## src/rtl/rv_fwd_ctrl_if.sv

```systemverilog
// Interface between the ID stage and the forwarding / load-use controller.
// The pipeline drives the ID-stage fields; the controller returns stall and mux selects.
interface rv_fwd_ctrl_if #(
    parameter int RAW   = 5,
    parameter int CNT_W = 32
);
    logic             id_valid;
    logic [RAW-1:0]   id_rs1;
    logic [RAW-1:0]   id_rs2;
    logic             id_rs1_used;
    logic             id_rs2_used;
    logic [RAW-1:0]   id_rd;
    logic             id_rd_wen;
    logic             id_is_load;
    logic             flush;
    logic             stall;
    logic [1:0]       fwd_sel_a;
    logic [1:0]       fwd_sel_b;
    logic [CNT_W-1:0] stall_cnt;

    modport master (
        output id_valid, id_rs1, id_rs2, id_rs1_used, id_rs2_used,
               id_rd, id_rd_wen, id_is_load, flush,
        input  stall, fwd_sel_a, fwd_sel_b, stall_cnt
    );

    modport slave (
        input  id_valid, id_rs1, id_rs2, id_rs1_used, id_rs2_used,
               id_rd, id_rd_wen, id_is_load, flush,
        output stall, fwd_sel_a, fwd_sel_b, stall_cnt
    );
endinterface

```

## src/rtl/rv_fwd_ctrl.sv

```systemverilog
// Operand-forwarding and load-use hazard controller for the 5-stage RV64 pipeline.
// Tracks rd of the EX and MEM instructions; selects are registered for use in EX.
module rv_fwd_ctrl #(
    parameter int RAW   = 5,
    parameter int CNT_W = 32
) (
    input  logic          clk,
    input  logic          rst,
    rv_fwd_ctrl_if.slave  bus
);
    localparam logic [1:0] SEL_RF  = 2'b00;
    localparam logic [1:0] SEL_EXM = 2'b01;
    localparam logic [1:0] SEL_MWB = 2'b10;

    typedef struct packed {
        logic           v;
        logic [RAW-1:0] rd;
        logic           wen;
        logic           load;
    } entry_t;

    entry_t           ex_e, mem_e;
    logic [1:0]       sel_a_q, sel_b_q;
    logic [CNT_W-1:0] cnt_q;

    logic       hit_ex_a, hit_ex_b, hit_mem_a, hit_mem_b;
    logic       stall_w, issue;
    logic [1:0] sel_a_nxt, sel_b_nxt;
    entry_t     ex_nxt;

    // x0 is hard-wired zero, so it never creates a dependency.
    function automatic logic hit(entry_t e, logic [RAW-1:0] rs, logic used);
        return e.v & e.wen & (e.rd == rs) & (rs != '0) & used;
    endfunction

    // NOTE: every always_comb output gets a default first so no path can infer a latch.
    always_comb begin
        hit_ex_a  = hit(ex_e,  bus.id_rs1, bus.id_rs1_used);
        hit_ex_b  = hit(ex_e,  bus.id_rs2, bus.id_rs2_used);
        hit_mem_a = hit(mem_e, bus.id_rs1, bus.id_rs1_used);
        hit_mem_b = hit(mem_e, bus.id_rs2, bus.id_rs2_used);

        stall_w = bus.id_valid & ~bus.flush & ex_e.load & (hit_ex_a | hit_ex_b);
        issue   = bus.id_valid & ~bus.flush & ~stall_w;

        // Younger producer in EX takes priority over the one in MEM.
        sel_a_nxt = SEL_RF;
        if (hit_ex_a && !ex_e.load) sel_a_nxt = SEL_EXM;
        else if (hit_mem_a)         sel_a_nxt = SEL_MWB;

        sel_b_nxt = SEL_RF;
        if (hit_ex_b && !ex_e.load) sel_b_nxt = SEL_EXM;
        else if (hit_mem_b)         sel_b_nxt = SEL_MWB;

        ex_nxt = '0;
        if (issue) ex_nxt = '{v: 1'b1, rd: bus.id_rd, wen: bus.id_rd_wen, load: bus.id_is_load};
    end

    // NOTE: sequential state uses non-blocking assignments so all registers update together.
    always_ff @(posedge clk or posedge rst) begin
        if (rst) begin
            ex_e    <= '0;
            mem_e   <= '0;
            sel_a_q <= SEL_RF;
            sel_b_q <= SEL_RF;
            cnt_q   <= '0;
        end else begin
            mem_e   <= ex_e;
            ex_e    <= ex_nxt;
            sel_a_q <= issue ? sel_a_nxt : SEL_RF;
            sel_b_q <= issue ? sel_b_nxt : SEL_RF;
            if (stall_w && (cnt_q != '1)) cnt_q <= cnt_q + 1'b1;
        end
    end

    assign bus.stall     = stall_w;
    assign bus.fwd_sel_a = sel_a_q;
    assign bus.fwd_sel_b = sel_b_q;
    assign bus.stall_cnt = cnt_q;
endmodule

```

## src/flat_wrapper.sv

```systemverilog
// flat-port wrapper written by rule: the top's interface ports become plain ports
module rv_fwd_ctrl_flat 
#(
    parameter int RAW   = 5,
    parameter int CNT_W = 32
)
  (clk, rst, bus_id_valid, bus_id_rs1, bus_id_rs2, bus_id_rs1_used, bus_id_rs2_used, bus_id_rd, bus_id_rd_wen, bus_id_is_load, bus_flush, bus_stall, bus_fwd_sel_a, bus_fwd_sel_b, bus_stall_cnt);
  rv_fwd_ctrl_if #(.RAW(RAW), .CNT_W(CNT_W)) bus_i ();
  input  logic clk;
  input  logic rst;
  input wire logic [$bits(bus_i.id_valid)-1:0] bus_id_valid;
  input wire logic [$bits(bus_i.id_rs1)-1:0] bus_id_rs1;
  input wire logic [$bits(bus_i.id_rs2)-1:0] bus_id_rs2;
  input wire logic [$bits(bus_i.id_rs1_used)-1:0] bus_id_rs1_used;
  input wire logic [$bits(bus_i.id_rs2_used)-1:0] bus_id_rs2_used;
  input wire logic [$bits(bus_i.id_rd)-1:0] bus_id_rd;
  input wire logic [$bits(bus_i.id_rd_wen)-1:0] bus_id_rd_wen;
  input wire logic [$bits(bus_i.id_is_load)-1:0] bus_id_is_load;
  input wire logic [$bits(bus_i.flush)-1:0] bus_flush;
  output wire logic [$bits(bus_i.stall)-1:0] bus_stall;
  output wire logic [$bits(bus_i.fwd_sel_a)-1:0] bus_fwd_sel_a;
  output wire logic [$bits(bus_i.fwd_sel_b)-1:0] bus_fwd_sel_b;
  output wire logic [$bits(bus_i.stall_cnt)-1:0] bus_stall_cnt;
  assign bus_i.id_valid = bus_id_valid;
  assign bus_i.id_rs1 = bus_id_rs1;
  assign bus_i.id_rs2 = bus_id_rs2;
  assign bus_i.id_rs1_used = bus_id_rs1_used;
  assign bus_i.id_rs2_used = bus_id_rs2_used;
  assign bus_i.id_rd = bus_id_rd;
  assign bus_i.id_rd_wen = bus_id_rd_wen;
  assign bus_i.id_is_load = bus_id_is_load;
  assign bus_i.flush = bus_flush;
  assign bus_stall = bus_i.stall;
  assign bus_fwd_sel_a = bus_i.fwd_sel_a;
  assign bus_fwd_sel_b = bus_i.fwd_sel_b;
  assign bus_stall_cnt = bus_i.stall_cnt;
  rv_fwd_ctrl #(.RAW(RAW), .CNT_W(CNT_W)) u_core (.clk(clk), .rst(rst), .bus(bus_i));
endmodule
```

## config.mk

```make
export PLATFORM = sky130hd
export DESIGN_NAME = rv_fwd_ctrl_flat
export DESIGN_NICKNAME = d
export VERILOG_FILES = /design/src/rtl/rv_fwd_ctrl_if.sv /design/src/rtl/rv_fwd_ctrl.sv /design/src/flat_wrapper.sv
export SDC_FILE = /design/constraint.sdc
export NUM_CORES = 1
export LEC_CHECK = 0
export CAP_MARGIN = 20
export CORE_MARGIN = 2
export CORE_UTILIZATION = 40
export CTS_BUF_LIST = sky130_fd_sc_hd__clkbuf_4 sky130_fd_sc_hd__clkbuf_8
export CTS_CLUSTER_DIAMETER = 150
export DETAILED_ROUTE_END_ITERATION = 8
export PLACE_DENSITY = 0.76
export REMOVE_ABC_BUFFERS = 1
export SYNTH_ARGS = -nofsm -noshare
export SYNTH_HDL_FRONTEND = slang
export SYNTH_SLANG_ARGS = --single-unit
```

## constraint.sdc

```tcl
create_clock -name clk -period 2.45 [get_ports clk]
set_input_delay 0.49 -clock clk [delete_from_list [all_inputs] [get_ports clk]]
set_output_delay 0.49 -clock clk [all_outputs]
set_load 0.005 [all_outputs]
```

==> summary.txt <==
Status
  • Outcome: completed

Detailed routing
  • Drt pass-1 iters: 4
  • WL/cell: 15.3 um
  • DRT iter0 DRCs: 89
  • DRC: 0
  • Vias: 1958
  • Routed vias/inst: 5.22
  • Drt total wl: 5.73 mm
  • Post-detailed-route count of antenna-violating nets: 0

Pwr
  • Total Power: 1.52 mW
  • P per Cell Area: 438 nW/um2
  • Maximum vdd drop: 0.000269 V
  • LEAKAGE: 1.53 nW

Synth
  • EDFF count, synth: 0
  • Ys flop type: dfrtp_1
  • Synth Register Bits: 51
  • Ys Warns: 0
  • Post-Syn Area: 2470 um2
  • Post-synth ARST share: 100%
  • Cell count after synthesis: 213
  • Synthesized area per cell: 11.6 um2
  • Yosys cell types: 36
  • Sequential share of the synthesized area: 51.7%

Cells and area
  • Most common cell after layout, fill and taps aside: dfrtp_1
  • FILL cells: 526
  • Layout Cell Area excl Fill: 3460 um2
  • Final Non-Filler Cells: 375
  • Layout cells sized above 1: 20.0%
  • Multi-input gate area in the final layout: 1200 um2
  • Final net count: 323
  • Register area: 1280 um2
  • Most frequent cells in the layout: dfrtp_1, clkdlybuf4s50_1, xnor2_1, buf_4, xor2_1
  • Number of antenna diodes: 0
  • Area grow syn2layout: 40.3%

Clock tree
  • Clk root buf: clkbuf_8
  • CTS tree: done
  • Clock sink count: 51
  • Longest Clk Path Bufs: 2
  • H-tree depth: 2
  • Register clock-pin slew on the reported worst setup and hold paths: 0.08 ns
  • CTS buffer count: 5
  • Worst skew pair latency: 0.30 ns

GRT
  • Overflow after GRT: 0
  • Number of global-route vias before repair: 2003
  • Global-route usage over all layers: 18.2%
  • First-pass GRT wire length: 9.25 mm
  • Largest net degree at the start of global routing: 52
  • Initial antenna violation count: 0

Worst setup path
  • Setup crit end kind: primary output
  • Crit. Startpoint: bus_id_rs2[3]
  • Crit-path cells: dlygate4sd2_1, or4_4, o21ai_4, nor4_4, o211ai_4, inv_2, buf_2
  • Worst r2r src: u_core.bus.stall_cnt[3]
  • Worst path max stage delay: 0.44 ns
  • Worst-case reg-to-reg path depth: 6
  • Worst Path Max Fanout: 3
  • CP startpoint kind: input pin
  • WP data arrival: 1.92 ns
  • Flop2flop setup slack: 0.22 ns
  • CP max stage cell: or4_4
  • CP required: 1.96 ns
  • Crit Path Class: in2out

STA
  • Hold Vio Cnt, Final: 0
  • Worst Skew: 0.00771 ns
  • Final worst path period need: 2.41 ns
  • RSZ-0062 raised after global routing: no
  • Fin crit share: 98.2%
  • Max Slew Vio Count: 0
  • Worst-Margin Slew: 0.689 ns
  • Final setup fails: 0
  • Rel. slew slack: 53.7%
  • FMAX: 416 MHz

Worst hold path
  • HP Start: u_core.ex_e[1]
  • Hold Path Class: reg2reg
  • Worst Hold Depth: 0

Floorplan
  • Number of cell rows: 28
  • Initial Util: 41.4%
  • Die W: 82.5 um
  • Core area: 5960 um2
  • Die Area: 6810 um2
  • I/O Pins: 60
  • Die Ht: 82.5 um

Run
  • Max_cap viols: 0

Place
  • DP Area: 3280 um2
  • Placed cells: 362
  • DP HPWL: 4.06 mm
  • Count of port buffers added during placement: 59
  • Placer Congestion: 0.848
[layout make-up]
type | instances | share of cell area (%)
well taps | 75 | 2.71
flip-flops and latches | 51 | 36.9
clock buffers | 8 | 3.00
multi-input cells | 151 | 34.6
inverters | 5 | 0.542
repair buffers | 85 | 22.3
[registers in the layout, summed over array words and instances, names as in the netlist]
name                  cells
u_core.mem_e              7
u_core.ex_e               8
u_core.bus.fwd_sel_a      2
u_core.bus.stall_cnt     32
u_core.bus.fwd_sel_b      2
[timing repair]
item                       in CTS  in global routing
resized for setup              23                 10
cloned                          0                  0
hold buffers                    0                  0
pin swaps                       7                  7
setup buffers                   4                  2
setup endpoints to repair      15                 11
[final timing paths]
path                                                  to
max in group asynchronous        u_core.bus.stall_cnt[7]
worst max register to register  u_core.bus.stall_cnt[12]
worst max-delay path                           bus_stall
worst min-delay path                     u_core.mem_e[1]
min in group asynchronous       u_core.bus.stall_cnt[19]
worst min register to register           u_core.mem_e[1]
[per-stage QoR]
step	utilization (%)	setup WS (ns)	setup TNS, ns	hold WS [ns]
final	58.1	0.0446	0	0.383
after global routing	58.1	0.00333	0	0.392
after CTS	57.6	0.00834	0	0.382
after detailed placement	55.1	-0.626	-13.05	0.362
after global placement	55.1	-0.594	-11.75	0.358
after floorplan	-	-0.0419	-0.214	0.354
[cells by family (layout without fill, tap and decap cells)]
kind of cell,count (synthesis),count (layout),share of synthesized area [%]
AND/OR/NAND/NOR,91,91,24.2
XOR/XNOR,51,51,18.4
flip-flops,51,51,51.7
buffers and inverters,11,98,2.48
AO/OA/AOI/OAI,7,7,2.23
adder cells (fa/ha/maj),1,1,0.507
multiplexers,1,1,0.456
[layer usage]
layer / vias to the layer above / global-route usage (%) / share of wire [%]
met5: - / 0 / 0
li1: 936 / - / -
met2: 50 / 32.0 / 49
met4: 0 / 4.59 / 0.89
met1: 965 / 22.2 / 46
met3: 7 / 4.57 / 4.7
[power breakdown]
group | total [mW] | internal, mW | switching, mW
combinational | 0.126 | 0.0682 | 0.0579
clock | 0.532 | 0.269 | 0.263
sequential | 0.859 | 0.851 | 0.00849
[cell usage after synthesis (all sizes together), types with 3 or more instances]
library cell	number	area share, %
or4	8	2.6
dfrtp	51	52
xor2	18	6.4
o21ai	3	0.76
nor4	11	3.8
and4	6	2.1
and2	4	1.1
inv	5	0.76
nand3	10	2.0
nand2	13	2.0
a21oi	3	0.61
nand4	12	3.0
and3	13	3.3
xnor2	33	12
nor4b	3	1.6
buf	4	1.4
[critical path: cells and delay by family]
family / cells / cell delay, ns
buf+inv: 3 / 0.48
simple gates: 2 / 0.52
compound gates: 2 / 0.41
Power figures use the tool's default switching activity.
